[src/rtl/reg_file_sb.sv]
// reg_file_sb: parametrised register file with per-16-bit-lane writes,
// synchronous clear-all and a pending-write scoreboard that stalls the
// decoder on RAW (operand owed a writeback) and WAW (destination owed one).
// Optional macro WRITE_BYPASS_EN: same-cycle write data is forwarded to the
// read ports (merged with the old contents in unwritten lanes), and a
// forwarded operand no longer stalls on its pending bit.
module reg_file_sb #(
  parameter int unsigned DATA_W   = 32,
  parameter int unsigned NUM_REGS = 8,
  parameter int unsigned ADDR_W   = $clog2(NUM_REGS),
  parameter int unsigned LANES    = DATA_W / 16
) (
  input  logic                clk,
  input  logic                rst_n,
  input  logic [ADDR_W-1:0]   read_addr1,
  input  logic [ADDR_W-1:0]   read_addr2,
  input  logic                read_en1,
  input  logic                read_en2,
  output logic [DATA_W-1:0]   value1,
  output logic [DATA_W-1:0]   value2,
  input  logic [ADDR_W-1:0]   write_addr,
  input  logic [DATA_W-1:0]   write_value_alu,
  input  logic [DATA_W-1:0]   write_value_id,
  input  logic                write_data_sel,
  input  logic                write_enable,
  input  logic [LANES-1:0]    write_lane,
  input  logic                clear_all,
  input  logic                issue_valid,
  input  logic [ADDR_W-1:0]   issue_addr,
  output logic [NUM_REGS-1:0] pending,
  output logic                stall
);

  logic [DATA_W-1:0]   regs [NUM_REGS];
  logic [DATA_W-1:0]   wr_src;
  logic [DATA_W-1:0]   wr_merged;
  logic [NUM_REGS-1:0] pending_nxt;
  logic                byp1;
  logic                byp2;

  // Source select and lane merge of the write data over the destination's old contents
  always_comb begin
    wr_src    = write_data_sel ? write_value_id : write_value_alu;
    wr_merged = regs[write_addr];
    for (int unsigned l = 0; l < LANES; l++) begin
      if (write_lane[l]) begin
        wr_merged[16*l +: 16] = wr_src[16*l +: 16];
      end
    end
  end

`ifdef WRITE_BYPASS_EN
  assign byp1 = write_enable && (read_addr1 == write_addr);
  assign byp2 = write_enable && (read_addr2 == write_addr);
`else
  assign byp1 = 1'b0;
  assign byp2 = 1'b0;
`endif

  // Combinational read ports; a forwarded port returns the merged write result
  always_comb begin
    value1 = byp1 ? wr_merged : regs[read_addr1];
    value2 = byp2 ? wr_merged : regs[read_addr2];
  end

  // Hazard detection: RAW on either consumed operand, WAW on the issue destination
  always_comb begin
    stall = (read_en1 && !byp1 && pending[read_addr1]) ||
            (read_en2 && !byp2 && pending[read_addr2]) ||
            (issue_valid && pending[issue_addr]);
  end

  // Scoreboard next state; the issue term is applied last so a same-register set beats a clear
  always_comb begin
    pending_nxt = pending;
    if (write_enable && (write_lane != '0)) begin
      pending_nxt[write_addr] = 1'b0;
    end
    if (issue_valid && !stall) begin
      pending_nxt[issue_addr] = 1'b1;
    end
  end

  // Register array storage with clear-all priority over the write port
  always_ff @(posedge clk or negedge rst_n) begin
    if (!rst_n) begin
      for (int unsigned i = 0; i < NUM_REGS; i++) begin
        regs[i] <= '0;
      end
    end else if (clear_all) begin
      for (int unsigned i = 0; i < NUM_REGS; i++) begin
        regs[i] <= '0;
      end
    end else if (write_enable) begin
      regs[write_addr] <= wr_merged;
    end
  end

  // Scoreboard storage with clear-all priority over issue and writeback
  always_ff @(posedge clk or negedge rst_n) begin
    if (!rst_n) begin
      pending <= '0;
    end else if (clear_all) begin
      pending <= '0;
    end else begin
      pending <= pending_nxt;
    end
  end

endmodule

[config.mk]
export PLATFORM = sky130hd
export DESIGN_NAME = reg_file_sb
export DESIGN_NICKNAME = d
export VERILOG_FILES = /design/src/rtl/reg_file_sb.sv
export SDC_FILE = /design/constraint.sdc
export NUM_CORES = 1
export LEC_CHECK = 0
export ABC_AREA = 0
export ABC_CLOCK_PERIOD_IN_PS = 5100
export CAP_MARGIN = 10
export CORE_ASPECT_RATIO = 1.75
export CORE_MARGIN = 3
export CORE_UTILIZATION = 58
export DETAILED_ROUTE_END_ITERATION = 8
export HOLD_SLACK_MARGIN = 0.05
export PLACE_DENSITY = 0.77
export SLEW_MARGIN = 20
export SYNTH_ARGS = -nofsm -noshare
export SYNTH_HDL_FRONTEND = slang
export SYNTH_SLANG_ARGS = --single-unit
[constraint.sdc]
create_clock -name clk -period 5.1 [get_ports clk]
set_input_delay 1.53 -clock clk [delete_from_list [all_inputs] [get_ports clk]]
set_output_delay 1.53 -clock clk [all_outputs]
set_load 0.05 [all_outputs]
; ---- Yosys cells after proc, flatten, opt, wreduce, memory -nomap -nowiden
; Cells that the tools add are included.
[totals]
output_inout_bits = 73
elab_cells = 68
in_bits = 86
register_bits = 264
mem_bits_ro = 0
latchBits = 0
ram_bits = 0
n_memories = 0
[classes]
div = 0
order_cmp = 10
n_bitwise = 6
add_sub_neg = 0
n_reduce_logical = 13
n_eq_ne = 0
n_mul = 0
shift = 0
mux = 30
[op_table]
columns = operator, n
row1 = $mux W256, 2
row2 = $bmux W32 S3, 3
row3 = $bwmux W256, 1
row4 = $mux W32, 8
row5 = $demux W32 S3, 1
row6 = $mux W16, 2
row7 = $mux W8, 3
row8 = $lt A3 B4 Y1 const B, 4
row9 = $ge A4 B4 Y1 const B, 3
row10 = $not A3 Y4, 3
row11 = $bmux W1 S3, 3
row12 = $and A8 B8 Y8, 1
row13 = $logic_and A1 B1 Y1, 8
row14 = $not A8 Y8, 1
row15 = $or A8 B8 Y8, 1
row16 = $demux W1 S3, 2
row17 = $ge A3 B1 Y1 const B, 2
row18 = $mux W1, 5
row19 = $lt A4 B1 Y1 const B, 1
row20 = $reduce_bool A2 Y1, 2
row21 = $logic_or A1 B1 Y1, 2
row22 = $logic_not A1 Y1, 1

; ---- Longest topological paths before layout
[depth]
ltp_word = 10
ltp_mapped = 9
mapped_depth_nobuf = 5

; ---- Worst setup path after synthesis
; Ideal clock, no wire load.
[synth_path]
path_type = input to output
from = in read_addr1[0]
to = out value1[0]
n_path_buf = 2
stages = 4
t_arrival_ns = 3.133
setup_slack_ns = 0.437
path_cell_list = buf_1 > buf_2 > mux4_2 > mux2_2
[synth_via]
elab_chain_cells = 4
[synth_lines]
columns = item, line_no
row1 = "start, declared", 15  ; input logic [ADDR_W-1:0] read_addr1,
row2 = $not A3 Y4 (implied by the code), 62  ; value1 = byp1 ? wr_merged : regs[read_addr1];
row3 = $bmux W32 S3, 62
row4 = $mux W32 (implied by the code) (2 in a row), 62
row5 = "end, declared", 19  ; output logic [DATA_W-1:0] value1,
; Every way passes these cells. The select of a mux whose other input is x is not followed.

; ---- Worst setup path after layout
[layout_path]
from = in issue_addr[2]
to = out stall
[layout_via]
elab_chain_cells = 4
[layout_lines]
columns = item, line_no
row1 = "start, declared", 29  ; input logic [ADDR_W-1:0] issue_addr,
row2 = $bmux W1 S3, 70  ; (issue_valid && pending[issue_addr]);
row3 = $mux W1 (implied by the code), 70
row4 = $logic_and A1 B1 Y1, 70
row5 = $logic_or A1 B1 Y1, 69  ; (read_en2 && !byp2 && pending[read_addr2]) ||
row6 = "end, declared", 31  ; output logic stall
; Every way passes these cells. The select of a mux whose other input is x is not followed.

==> out/metrics.cfg <==
[cts]
postCtsHoldBufs = 0
post_cts_buffers = 0
cts_num_sinks = 264
clk_latency_ns = 0.56
cts_buffers = 26
cts-root-buf = clkbuf_16
htreeDepth = 1
clock_path_buffers = 3
clk_pin_slew_ns = 0.06
cts_tree = done
cts-resized-gates = 0

[power]
power_frac_seq_pct = 43.2
powerDensity_nw_per_um2 = 264.7
pwr-share-comb_pct = 16.8
switching_share_pct = 28.62
switching_power_mw = 1.452
internal_power_mw = 3.620
power.leakage_nw = 8.404
p_total_mw = 5.072
clkPwrFrac_pct = 40.0
ir_worst_vdd_mv = 0.3361

[synthesis]
syn-num-nets = 1321
netlist_instances = 1235
ys.flop_type = dfrtp_1
synth_seq_area_share_pct = 40.85
ys_types = 55
synth_edf_count = 0
ys_seq_elements = 264
yosys_warnings = 0
postSynth.asyncResetShare_pct = 100.0
avgSynthCellArea_um2 = 13.09
netlist_area_um2 = 16170

[floorplan]
die_w_um = 132.2
ios = 159
coreArea_um2 = 27330
start_util_pct = 59.18
rows = 80
die_h_um = 226.9
dieArea_um2 = 30000

[worst_setup_path]
cp.required_ns = 3.57
crit_path_start_kind = primary input
path_class = primary input to primary output
cp_num_buf_inv = 2
path_max_fanout = 7
cp_top_family = buffers and inverters
slowest_stage = clkdlybuf4s50_1
crit_chain = clkdlybuf4s50_1 > mux2_2 > a221oi_1 > a31oi_1 > o21ai_0 > nand2b_1 > buf_4
crit_arrival_ns = 3.36
end_kind = primary output
critical_path.max_stage_delay_ns = 0.60

[timing]
hold_viol_final = 0
skew_ns = 0.01424
period_needed_ns = 4.895
finalCritPeriodShare_pct = 95.97
fmax_mhz = 204.3
tns_ns = 0
rsz0062_at_grt = no
drv_slew = 0
tightest_slew_ns = 1.232
setup_viol = 0
slew_headroom_pct = 17.71

[grt]
grt_pass1_wl_um = 88050
antenna_found_initial = 0
grt_max_degree = 111
grt.total_usage_pct = 38.34
grt_overflow = 0
grt_pass1_vias = 14330

[route]
drt_iter0_markers = 2039
drtAntennaViolNets = 0
first_pass_iters = 6
drc = 0
drt-vias-per-instance = 7.946
avgRoutedWirePerCell_um = 33.11
routed-via-count = 13940
wirelength_um = 58070

[placed_design]
dp.final_hpwl_um = 36240
numPortBuffers = 158
gp_congestion = 0.9421
place_area_um2 = 18270

[cells_and_area]
layout.nets = 1451
syn_to_final_growth_pct = 18.48
final_layout_size_suffix_gt1_share_pct = 33.38
fin_area_um2 = 19160

[hold_path]
hold_path.class = flip-flop to flip-flop

[outcome]
status = completed

[job]
cap_viol_max_count = 0

[final timing paths]
path / start / to / slack, ns / cells past startpoint
worst max register to register: pending[7] / pending[0] / 2.88 / 5
worst max-delay path: issue_addr[2] / stall / 0.21 / 7
worst min-delay path: regs[174] / regs[174] / 0.54 / 1
worst min register to register: regs[174] / regs[174] / 0.54 / 1
max in group asynchronous: rst_n / regs[9] / 3.01 / 2
min in group asynchronous: rst_n / regs[85] / 1.00 / 1
[routing by layer]
metal | up-vias | part of all wire (%) | global-route usage, % | wire [um]
met5 | - | 0 | 0 | 0
met4 | 0 | 7.8 | 25.74 | 4508
met3 | 349 | 11 | 8.703 | 6373
met2 | 1153 | 48 | 61.31 | 27630
met1 | 7074 | 34 | 46.88 | 19560
li1 | 5361 | - | - | -
[cell usage after synthesis (2+ instances only)]
master     instances  area, um^2
buf_2             51       255.2
nor2b_1            7       43.79
nand2_1           31       116.4
nand2b_1           8       50.05
mux2i_1           58       580.6
a2bb2oi_1          8       70.07
o2bb2ai_1          9       78.83
mux4_2           143        3221
and3_1             6       37.54
dfrtp_1          264        6606
nor3b_1            2       15.01
o31ai_1            3       22.52
a211oi_1           4       30.03
and2_0             2       12.51
a21oi_1           42       210.2
o221a_2            2       22.52
nand3_1            3       15.01
inv_1              7       26.28
a2111oi_0          2       17.52
nand3b_1           6       45.04
nor2_1            15       56.30
a21boi_1           2       15.01
clkbuf_1          62       232.7
o221ai_1           2       17.52
o311ai_0           3       26.28
buf_6              2       22.52
o22ai_1            4       25.02
a22oi_1           13       97.59
o31a_1             2       17.52
a221o_1           14       140.1
a31oi_1            2       12.51
and2_1             5       31.28
o211ai_1           7       52.55
a221oi_1          24       210.2
buf_1             17       63.81
o21ai_0           21       105.1
o21a_1             2       15.01
buf_4              3       22.52
a22o_1           254        2225
a32o_1             3       30.03
nor3_1             7       35.03
a22oi_2            3       37.54
mux2_2            98        1104
[cell type report]
class / instances / area (um^2)
well taps: 369 / 461.7
clock buffers: 37 / 773.2
clock inverters: 10 / 113.9
flip-flops and latches: 264 / 6606
multi-input cells: 828 / 9059
diodes: 1 / 2.502
inverters: 8 / 30.03
repair buffers: 237 / 2112
fillers: 1931 / 8168
[state kept, by name, summed over array words and instances, names as in the netlist]
signal	flops
regs	256
pending	8
[logic make-up (layout without fill, tap and decap cells)]
group | after synthesis | after routing | share of synthesized area, %
compound gates | 431 | 431 | 21.80
mux | 299 | 299 | 30.33
flops | 264 | 264 | 40.85
buf+inv | 143 | 292 | 3.876
simple gates | 98 | 98 | 3.141
other cells | 0 | 1 | 0
[through the flow]
stage          hold WS (ns)  util (%)  worst slack (ns)  instances
3_5_place_dp         0.5202     66.85            0.2319       1706
6_report             0.5386     70.11            0.2054       1754
3_3_place_gp         0.5132     66.85            0.2620       1706
5_1_grt              0.5576     70.10           0.05444       1753
4_1_cts              0.5421     70.10            0.2226       1753
2_1_floorplan        0.4817         -            0.4372       1235
[cell usage in the layout, fill, tap and decap left out, drive strengths merged, types with 15 or more instances in the layout]
master,n
a21oi,42
a221oi,24
a22o,254
a22oi,16
buf,155
clkbuf,37
clkdlybuf4s50,82
dfrtp,264
mux2,98
mux2i,58
mux4,143
nand2,31
nor2,15
o21ai,21
[power by group through the flow]
stage	logic (mW)	clock network (mW)	registers, mW
5_1_grt	0.885	2.12	2.19
6_report	0.852	2.03	2.19
3_3_place_gp	0.819	0	2.22
2_1_floorplan	0.480	0	2.21
3_5_place_dp	0.833	0	2.22
4_1_cts	0.837	2.03	2.18
No activity file was read; power rests on OpenSTA's default activity.
